<file path="src/rtl/fifo4x16_pkg.sv">
// Shared sizing and types for the 4x16 first-word-fall-through FIFO.
package fifo4x16_pkg;

  localparam int unsigned FIFO_DEPTH = 4;
  localparam int unsigned FIFO_PTR_W = 2;
  localparam int unsigned FIFO_CNT_W = 3;
  localparam int unsigned WORD_W     = 16;

  typedef logic [WORD_W-1:0]     word_t;
  typedef logic [FIFO_PTR_W-1:0] ptr_t;
  typedef logic [FIFO_CNT_W-1:0] cnt_t;

endpackage

</file>
<file path="src/rtl/fifo4x16_if.sv">
// Producer/consumer handshake and status bundle for fifo4x16.
interface fifo4x16_if;
  import fifo4x16_pkg::*;

  word_t in;
  logic  push;
  logic  pop;
  word_t out;
  logic  empty;
  logic  full;
  cnt_t  count;
  logic  overflow;
  logic  underflow;

  modport master (
    output in, push, pop,
    input  out, empty, full, count, overflow, underflow
  );

  modport slave (
    input  in, push, pop,
    output out, empty, full, count, overflow, underflow
  );

endinterface

</file>
<file path="src/rtl/mux4way16.sv">
// 16-bit four-way selector used as the FIFO read path.
module mux4way16 (
  input  logic [15:0] a,
  input  logic [15:0] b,
  input  logic [15:0] c,
  input  logic [15:0] d,
  input  logic [1:0]  sel,
  output logic [15:0] out
);

  // select one of four words
  always_comb begin
    out = a;
    case (sel)
      2'd0:    out = a;
      2'd1:    out = b;
      2'd2:    out = c;
      default: out = d;
    endcase
  end

endmodule

</file>
<file path="src/rtl/fifo4x16.sv">
// Four-entry, 16-bit first-word-fall-through FIFO; head word is read
// combinationally from storage through mux4way16 selected by rd_ptr.
module fifo4x16
  import fifo4x16_pkg::*;
(
  input  logic       clk,
  input  logic       reset,
  fifo4x16_if.slave  bus
);

  word_t mem0, mem1, mem2, mem3;
  ptr_t  wr_ptr, rd_ptr;
  cnt_t  count_q, count_nxt;
  logic  empty_q, full_q, overflow_q, underflow_q;
  logic  push_ok, pop_ok;
  logic [FIFO_DEPTH-1:0] we;

  // accept decisions use the flags registered at the start of the cycle
  assign push_ok = bus.push & ~full_q;
  assign pop_ok  = bus.pop & ~empty_q;

  // one-hot storage load decoded from wr_ptr
  assign we = push_ok ? (FIFO_DEPTH'(1) << wr_ptr) : '0;

  // occupancy after this edge; full/empty are registered from it
  assign count_nxt = (push_ok & ~pop_ok) ? count_q + FIFO_CNT_W'(1) :
                     (pop_ok & ~push_ok) ? count_q - FIFO_CNT_W'(1) :
                                           count_q;

  // all sequential state: storage, pointers, occupancy and sticky flags
  always_ff @(posedge clk or posedge reset) begin
    if (reset) begin
      mem0        <= '0;
      mem1        <= '0;
      mem2        <= '0;
      mem3        <= '0;
      wr_ptr      <= '0;
      rd_ptr      <= '0;
      count_q     <= '0;
      empty_q     <= 1'b1;
      full_q      <= 1'b0;
      overflow_q  <= 1'b0;
      underflow_q <= 1'b0;
    end else begin
      if (we[0]) mem0 <= bus.in;
      if (we[1]) mem1 <= bus.in;
      if (we[2]) mem2 <= bus.in;
      if (we[3]) mem3 <= bus.in;
      if (push_ok) wr_ptr <= wr_ptr + FIFO_PTR_W'(1);
      if (pop_ok)  rd_ptr <= rd_ptr + FIFO_PTR_W'(1);
      count_q <= count_nxt;
      empty_q <= (count_nxt == FIFO_CNT_W'(0));
      full_q  <= (count_nxt == FIFO_CNT_W'(FIFO_DEPTH));
      if (bus.push & full_q)  overflow_q  <= 1'b1;
      if (bus.pop  & empty_q) underflow_q <= 1'b1;
    end
  end

  assign bus.empty     = empty_q;
  assign bus.full      = full_q;
  assign bus.count     = count_q;
  assign bus.overflow  = overflow_q;
  assign bus.underflow = underflow_q;

  mux4way16 u_rd_mux (
    .a   (mem0),
    .b   (mem1),
    .c   (mem2),
    .d   (mem3),
    .sel (rd_ptr),
    .out (bus.out)
  );

endmodule
</file>
<file path="src/flat_wrapper.sv">
// flat-port wrapper written by rule: the top's interface ports become plain ports
module fifo4x16_flat import fifo4x16_pkg::*;
  (clk, reset, bus_in, bus_push, bus_pop, bus_out, bus_empty, bus_full, bus_count, bus_overflow, bus_underflow);
  fifo4x16_if bus_i ();
  input  logic clk;
  input  logic reset;
  input wire logic [$bits(bus_i.in)-1:0] bus_in;
  input wire logic [$bits(bus_i.push)-1:0] bus_push;
  input wire logic [$bits(bus_i.pop)-1:0] bus_pop;
  output wire logic [$bits(bus_i.out)-1:0] bus_out;
  output wire logic [$bits(bus_i.empty)-1:0] bus_empty;
  output wire logic [$bits(bus_i.full)-1:0] bus_full;
  output wire logic [$bits(bus_i.count)-1:0] bus_count;
  output wire logic [$bits(bus_i.overflow)-1:0] bus_overflow;
  output wire logic [$bits(bus_i.underflow)-1:0] bus_underflow;
  assign bus_i.in = bus_in;
  assign bus_i.push = bus_push;
  assign bus_i.pop = bus_pop;
  assign bus_out = bus_i.out;
  assign bus_empty = bus_i.empty;
  assign bus_full = bus_i.full;
  assign bus_count = bus_i.count;
  assign bus_overflow = bus_i.overflow;
  assign bus_underflow = bus_i.underflow;
  fifo4x16 u_core (.clk(clk), .reset(reset), .bus(bus_i));
endmodule
</file>
<file path="config.mk">
export PLATFORM = sky130hd
export DESIGN_NAME = fifo4x16_flat
export DESIGN_NICKNAME = d
export VERILOG_FILES = /design/src/rtl/fifo4x16_pkg.sv /design/src/rtl/fifo4x16_if.sv /design/src/rtl/mux4way16.sv /design/src/rtl/fifo4x16.sv /design/src/flat_wrapper.sv
export SDC_FILE = /design/constraint.sdc
export NUM_CORES = 1
export LEC_CHECK = 0
export CORE_ASPECT_RATIO = 2
export CORE_UTILIZATION = 58
export DETAILED_ROUTE_END_ITERATION = 6
export GPL_TIMING_DRIVEN = 0
export PLACE_DENSITY = 0.89
export REMOVE_ABC_BUFFERS = 1
export SETUP_SLACK_MARGIN = 0.5
export SLEW_MARGIN = 10
export SYNTH_ARGS = -nofsm -noshare
export SYNTH_HDL_FRONTEND = slang
export SYNTH_HIERARCHICAL = 1
export SYNTH_SLANG_ARGS = --single-unit
</file>
<file path="constraint.sdc">
create_clock -name clk -period 5.3 [get_ports clk]
set_input_delay 0.53 -clock clk [delete_from_list [all_inputs] [get_ports clk]]
set_output_delay 0.53 -clock clk [all_outputs]
set_load 0.01 [all_outputs]
</file>
==> results of run 1 <==
==> flip-flops by register name, indices dropped and copies added, names as in the netlist <==
name	count
u_core/mem1	16
u_core/bus.empty	1
u_core/bus.count	3
u_core/wr_ptr	2
u_core/rd_ptr	2
u_core/bus.overflow	1
u_core/bus.underflow	1
u_core/mem2	16
u_core/bus.full	1
u_core/mem3	16
u_core/mem0	16
==> worst max path at each step <==
stage                startpoint             endpoint  slack [ns]
6_report       u_core/rd_ptr[0]           bus_out[3]        2.17
2_1_floorplan             reset  u_core/bus.count[0]        2.86
3_3_place_gp              reset       u_core/mem3[1]        1.72
4_1_cts        u_core/rd_ptr[0]           bus_out[3]        2.13
3_5_place_dp   u_core/rd_ptr[0]           bus_out[3]        2.50
5_1_grt        u_core/rd_ptr[0]           bus_out[3]        2.05
==> routing by layer <==
metal | part of all wire | global-route usage | up-vias
li1 | - | - | 881
met1 | 0.40 | 0.267 | 1046
met2 | 0.54 | 0.378 | 48
met3 | 0.041 | 0.0790 | 13
met4 | 0.025 | 0.115 | 0
met5 | 0 | 0 | -
==> cells in the mapped netlist <==
cell type  number
a221oi_2        1
nand2b_1        1
ha_1            6
nand3_1         4
a21oi_1         2
mux4_2         10
dfstp_2         1
mux2_2         54
mux4_1          6
mux2_4         10
nor2b_4         1
and2b_1         1
buf_12          1
buf_8           1
dfrtp_1        74
xnor2_1         5
nand2_1         4
and2_1          2
nand2_2         3
inv_1           6
buf_6           3
nand3b_1        1
nor3_1          2
a21o_1          2
nor2_1          3
a311oi_2        1
nand2_4         1
buf_2           5
or3_1           1
or2b_1          1
xor2_1          1
o21ai_0         2
==> through the flow <==
step,setup WS (ns),power (mW)
final,2.17,2.98
after global routing,2.05,3.13
after CTS,2.13,3.01
after detailed placement,2.50,2.29
after global placement,1.72,2.24
after floorplan,2.86,1.81
==> report_power, final <==
part | switching, mW | total, mW | internal (mW) | leakage, nW
registers | 0.230 | 1.10 | 0.866 | 0.884
logic | 0.414 | 1.20 | 0.781 | 0.803
clock network | 0.222 | 0.692 | 0.471 | 0.169
==> worst max-delay path, delay by kind of cell, from the launching register on <==
kind | cells | cell delay [ns]
mux | 1 | 0.68
buf+inv | 1 | 0.50
flops | 1 | 1.08
==> cell families (layout without fill, tap and decap cells) <==
kind of cell | after synthesis | in the layout | synth area share
AOI/OAI and AO/OA | 8 | 8 | 0.0187
xor gates and xnor gates | 6 | 6 | 0.0151
adders and majority gates | 6 | 6 | 0.0216
buffers and inverters | 16 | 65 | 0.0335
DFF | 75 | 75 | 0.540
muxes | 80 | 80 | 0.328
and+or+nand+nor | 25 | 25 | 0.0425
==> final cells by class <==
class	count	area [um^2]	area share
Clock buffer	11	243	0.0571
Timing Repair Buffer	43	448	0.105
Inverter	6	25.0	0.00589
Tap cell	61	76.3	0.0180
Multi-Input combinational cell	125	1480	0.348
Clock inverter	5	100	0.0235
Sequential cell	75	1880	0.442
==> impl_metrics.yaml, run 1 <==
sta:
  rsz0062_at_grt: "false"
  slew_headroom: 0.255
  setup_viol: 0
  drv_slew: 0
  tns_ns: 0
  fin_crit_ns: 3.13
  hold_viol_final: 0
  fmax_ghz: 0.319
  finalCritPeriodShare: 0.591
  clock_skew_ns: 0.00412
  hold_ws_ns: 0.464
  worstMarginPinSlew_ns: 1.12
clock_tree:
  cts.reportedPaths.clkPinSlew_ns: 0.06
  cts_hold_buffers: 0
  root_buffer: "clkbuf_16"
  cts_tree: "built"
  cts_made_buffers: 9
  postCtsSetupBuffers: 0
  cts.sinks: 75
  cts_resized: 0
  insertion_delay_ns: 0.34
  htreeDepth: 3
  clk_path_buf_depth: 2
global_routing:
  grt_pass1_vias: 2104
  grt.total_usage: 0.231
  grt_antenna_before_repair: 0
  grt_pass1_wl_um: 10600
  globalRouteOverflowTotal: 0
  grt_max_degree: 53
route:
  drtAntennaViolNets: 0
  wl_um: 6420
  via_per_inst: 6.10
  dr.pass1.iters: 7
  drtIter0Drc: 51
  num_vias: 1988
  wire_per_inst_um: 19.7
  drc: 4
floorplanning:
  dieArea_um2: 6330
  die_w_um: 56.7
  initial_core_util: 0.604
  rows: 39
  core_um2: 5760
  ios: 43
  die_y_um: 111
finish:
  final_cells: 326
  stdcell_area_um2: 4250
  fill_cells: 379
  final_cell_mix: "dfrtp_1, mux2_2, clkdlybuf4s50_1, mux2_4, mux4_2"
  n_antenna_cell: 0
  drive_above_1_share: 0.374
  final_core_util: 0.738
  mostFrequentLayoutCell: "dfrtp_1"
  area_growth_pct: 22.3
  nets: 286
synthesis:
  yosysSeqAreaShare: 0.540
  synth.distinct_cells: 32
  synth.avg_cell_area_um2: 16.1
  syn_area_um2: 3480
  netlist.area_leader.share: 0.533
  netlist_instances: 216
  synth-seq-cells: 75
  synth_area_leaders: "dfrtp_1, mux2_2, mux4_2"
  synth_warnings: 6
  synth_top_cell_by_area: "dfrtp_1"
worst_setup_path:
  reg2reg_slack_ns: 3.60
  r2r_cells: 3
  critical_path_class: "flip-flop to output pin"
  cp_max_fo: 18
  crit_chain: "mux4_1 > clkdlybuf4s50_1"
  crit_arrival_ns: 2.60
  r2r_end: "u_core/mem1[14]"
  required_ns: 4.77
  r2r_start: "u_core/bus.full"
  endpoint_kind: "output pin"
  startpoint_type: "flip-flop"
  slowest_stage: "dfrtp_1"
  max_stage_delay_ns: 1.08
worst_hold_path:
  hold_path_end: "u_core/bus.overflow"
  whs_path_depth: 1
  hold_class: "flip-flop to flip-flop"
  timing.hold.worst.start: "u_core/bus.overflow"
placed_design:
  io_buffers: 42
  globalplace.congestion: 0.722
  dp.cells: 310
  dpl-instance-area_um2: 3910
  hpwl_um: 3940
pwr:
  cellPowerDensity_nw_per_um2: 702
  p_leak_nw: 1.86
  ir_worst_vdd_mv: 0.458
status:
  failed_checks: "design-rule violations"
  outcome: "complete, but fails checks"
flow_run:
  maxCapViolCount: 0
Power figures use the tool's default switching activity.
==> run 2, diff against run 1 <==
--- a/config.mk
+++ b/config.mk
@@ -6,10 +6,10 @@
 export NUM_CORES = 1
 export LEC_CHECK = 0
 export CORE_ASPECT_RATIO = 2
-export CORE_UTILIZATION = 58
+export CORE_UTILIZATION = 55
 export DETAILED_ROUTE_END_ITERATION = 6
 export GPL_TIMING_DRIVEN = 0
-export PLACE_DENSITY = 0.89
+export PLACE_DENSITY = 0.85
 export REMOVE_ABC_BUFFERS = 1
 export SETUP_SLACK_MARGIN = 0.5
 export SLEW_MARGIN = 10
==> constraint.sdc (replaced) <==
create_clock -name clk -period 3.2 [get_ports clk]
set_input_delay 0.32 -clock clk [delete_from_list [all_inputs] [get_ports clk]]
set_output_delay 0.32 -clock clk [all_outputs]
set_load 0.01 [all_outputs]
==> run 2 against run 1 <==
  * The run now ends clean
  * Highest routed layer unchanged
  * Power up 56%
  * Wire length is 4.5% lower
  * Combinational power rose by 64%
  * Cell count increased by 7.1%
  * Sequential cell count stayed put
  * Clock skew rose by 0.0043 ns
==> impl_metrics.yaml, run 2 (synthesis gave the netlist of run 1 again) <==
status:
  outcome: "finished clean"
pwr:
  clockPowerShare: 0.191
  p_sw_mw: 1.38
  cellPowerDensity_nw_per_um2: 1110
  switching_share: 0.297
  ir_worst_vdd_mv: 0.597
  p_int_mw: 3.27
  p_comb_frac: 0.423
  p_seq_frac: 0.386
  p_leak_nw: 1.82
worst_setup_path:
  r2r_start: "u_core/bus.full"
  reg2reg_slack_ns: 1.49
  slowest_stage: "dfrtp_2"
  endpoint_kind: "output pin"
  r2r_cells: 3
  required_ns: 2.88
  crit_arrival_ns: 2.21
  r2r_end: "u_core/mem1[3]"
  cp_max_fo: 18
  critical_path_class: "flip-flop to output pin"
  max_stage_delay_ns: 0.74
  crit_chain: "mux4_1 > clkdlybuf4s50_1"
  startpoint_type: "flip-flop"
worst_hold_path:
  hold_class: "input port to asynchronous set/reset pin"
placed_design:
  dp.cells: 333
  io_buffers: 42
  dpl-instance-area_um2: 3940
  globalplace.congestion: 0.709
  hpwl_um: 3950
route:
  wire_per_inst_um: 17.6
  drtIter0Drc: 73
  drc: 0
  wl_um: 6140
  drtAntennaViolNets: 0
  num_vias: 1950
  dr.pass1.iters: 4
  via_per_inst: 5.59
clock_tree:
  cts_tree: "built"
  insertion_delay_ns: 0.33
  cts.sinks: 75
  cts_hold_buffers: 0
  root_buffer: "clkbuf_16"
  cts_made_buffers: 9
  htreeDepth: 3
  cts.reportedPaths.clkPinSlew_ns: 0.05
  clk_path_buf_depth: 2
floorplanning:
  rows: 40
  ios: 43
  die_w_um: 58.2
  initial_core_util: 0.574
  die_y_um: 114
  core_um2: 6060
  dieArea_um2: 6660
sta:
  fin_crit_ns: 2.53
  drv_slew: 0
  worstMarginPinSlew_ns: 0.809
  setup_viol: 0
  hold_viol_final: 0
  fmax_ghz: 0.396
  rsz0062_at_grt: "false"
  clock_skew_ns: 0.00844
  slew_headroom: 0.461
  finalCritPeriodShare: 0.789
global_routing:
  grt_pass1_wl_um: 10100
  grt_max_degree: 69
  globalRouteOverflowTotal: 0
  grt_antenna_before_repair: 0
  grt.total_usage: 0.210
  grt_pass1_vias: 2093
finish:
  fill_cells: 414
  final_cells: 349
  stdcell_area_um2: 4200
  area_growth_pct: 21.0
  mostFrequentLayoutCell: "dfrtp_1"
  final_cell_mix: "dfrtp_1, mux2_2, clkdlybuf4s50_1, mux2_4, mux4_2"
  nets: 286
  final_core_util: 0.694
  drive_above_1_share: 0.370
  n_antenna_cell: 0
flow_run:
  maxCapViolCount: 0
[run 2: worst max-delay path by stage]
| stage | cells past startpoint | endpoint | start | slack, ns |
|---|---|---|---|---|
| global placement | 2 | u_core/mem3[0] | reset | -0.15 |
| global route | 2 | bus_out[1] | u_core/rd_ptr[0] | 0.57 |
| finish | 2 | bus_out[14] | u_core/rd_ptr[0] | 0.67 |
| detailed placement | 2 | bus_out[14] | u_core/rd_ptr[0] | 0.63 |
| CTS | 2 | bus_out[14] | u_core/rd_ptr[0] | 0.63 |
| floorplan | 1 | u_core/bus.count[0] | reset | 0.97 |
[run 2: power by group through the flow]
stage	combinational [mW]	sequential (mW)	clock, mW
2_1_floorplan	1.30	1.70	0
3_3_place_gp	1.92	1.78	0
3_5_place_dp	1.98	1.81	0
4_1_cts	1.99	1.80	0.909
5_1_grt	2.10	1.86	0.947
6_report	1.97	1.80	0.886
[run 2: layer usage]
layer / track usage / wire, um / part of all wire
met1: 0.243 / 2450 / 0.40
met2: 0.365 / 3420 / 0.56
met3: 0.0486 / 158 / 0.026
met4: 0.0921 / 103 / 0.017
met5: 0 / 0 / 0
[run 2: final cells by class]
class	count	area, um^2	area share
clock buffers	13	250	0.0595
clock inverters	3	15.0	0.00357
inverters	6	25.0	0.00595
multi-input cells	125	1480	0.352
flip-flops and latches	75	1880	0.447
well taps	84	105	0.0250
repair buffers	43	448	0.107
[run 2: metrics by stage]
step / setup WS [ns] / setup TNS [ns] / power [mW] / hold slack, ns
floorplan: 0.972 / 0 / 3.00 / 0.437
global placement: -0.154 / -11.16 / 3.70 / 0.442
detailed placement: 0.630 / 0 / 3.78 / 0.451
CTS: 0.627 / 0 / 4.69 / 0.243
global route: 0.569 / 0 / 4.91 / 0.247
finish: 0.675 / 0 / 4.65 / 0.246
[run 2: critical path, delay by kind of cell, from the launching register on]
kind,cells,cell delay (ns)
muxes,1,0.64
DFF,1,0.74
buffers and inverters,1,0.50
[run 2: repair_timing]
| action | CTS | global route |
|---|---|---|
| buffers inserted | 0 | 0 |
| endpoints found under the setup margin | 16 | 0 |
| gates resized for setup | 1 | 0 |
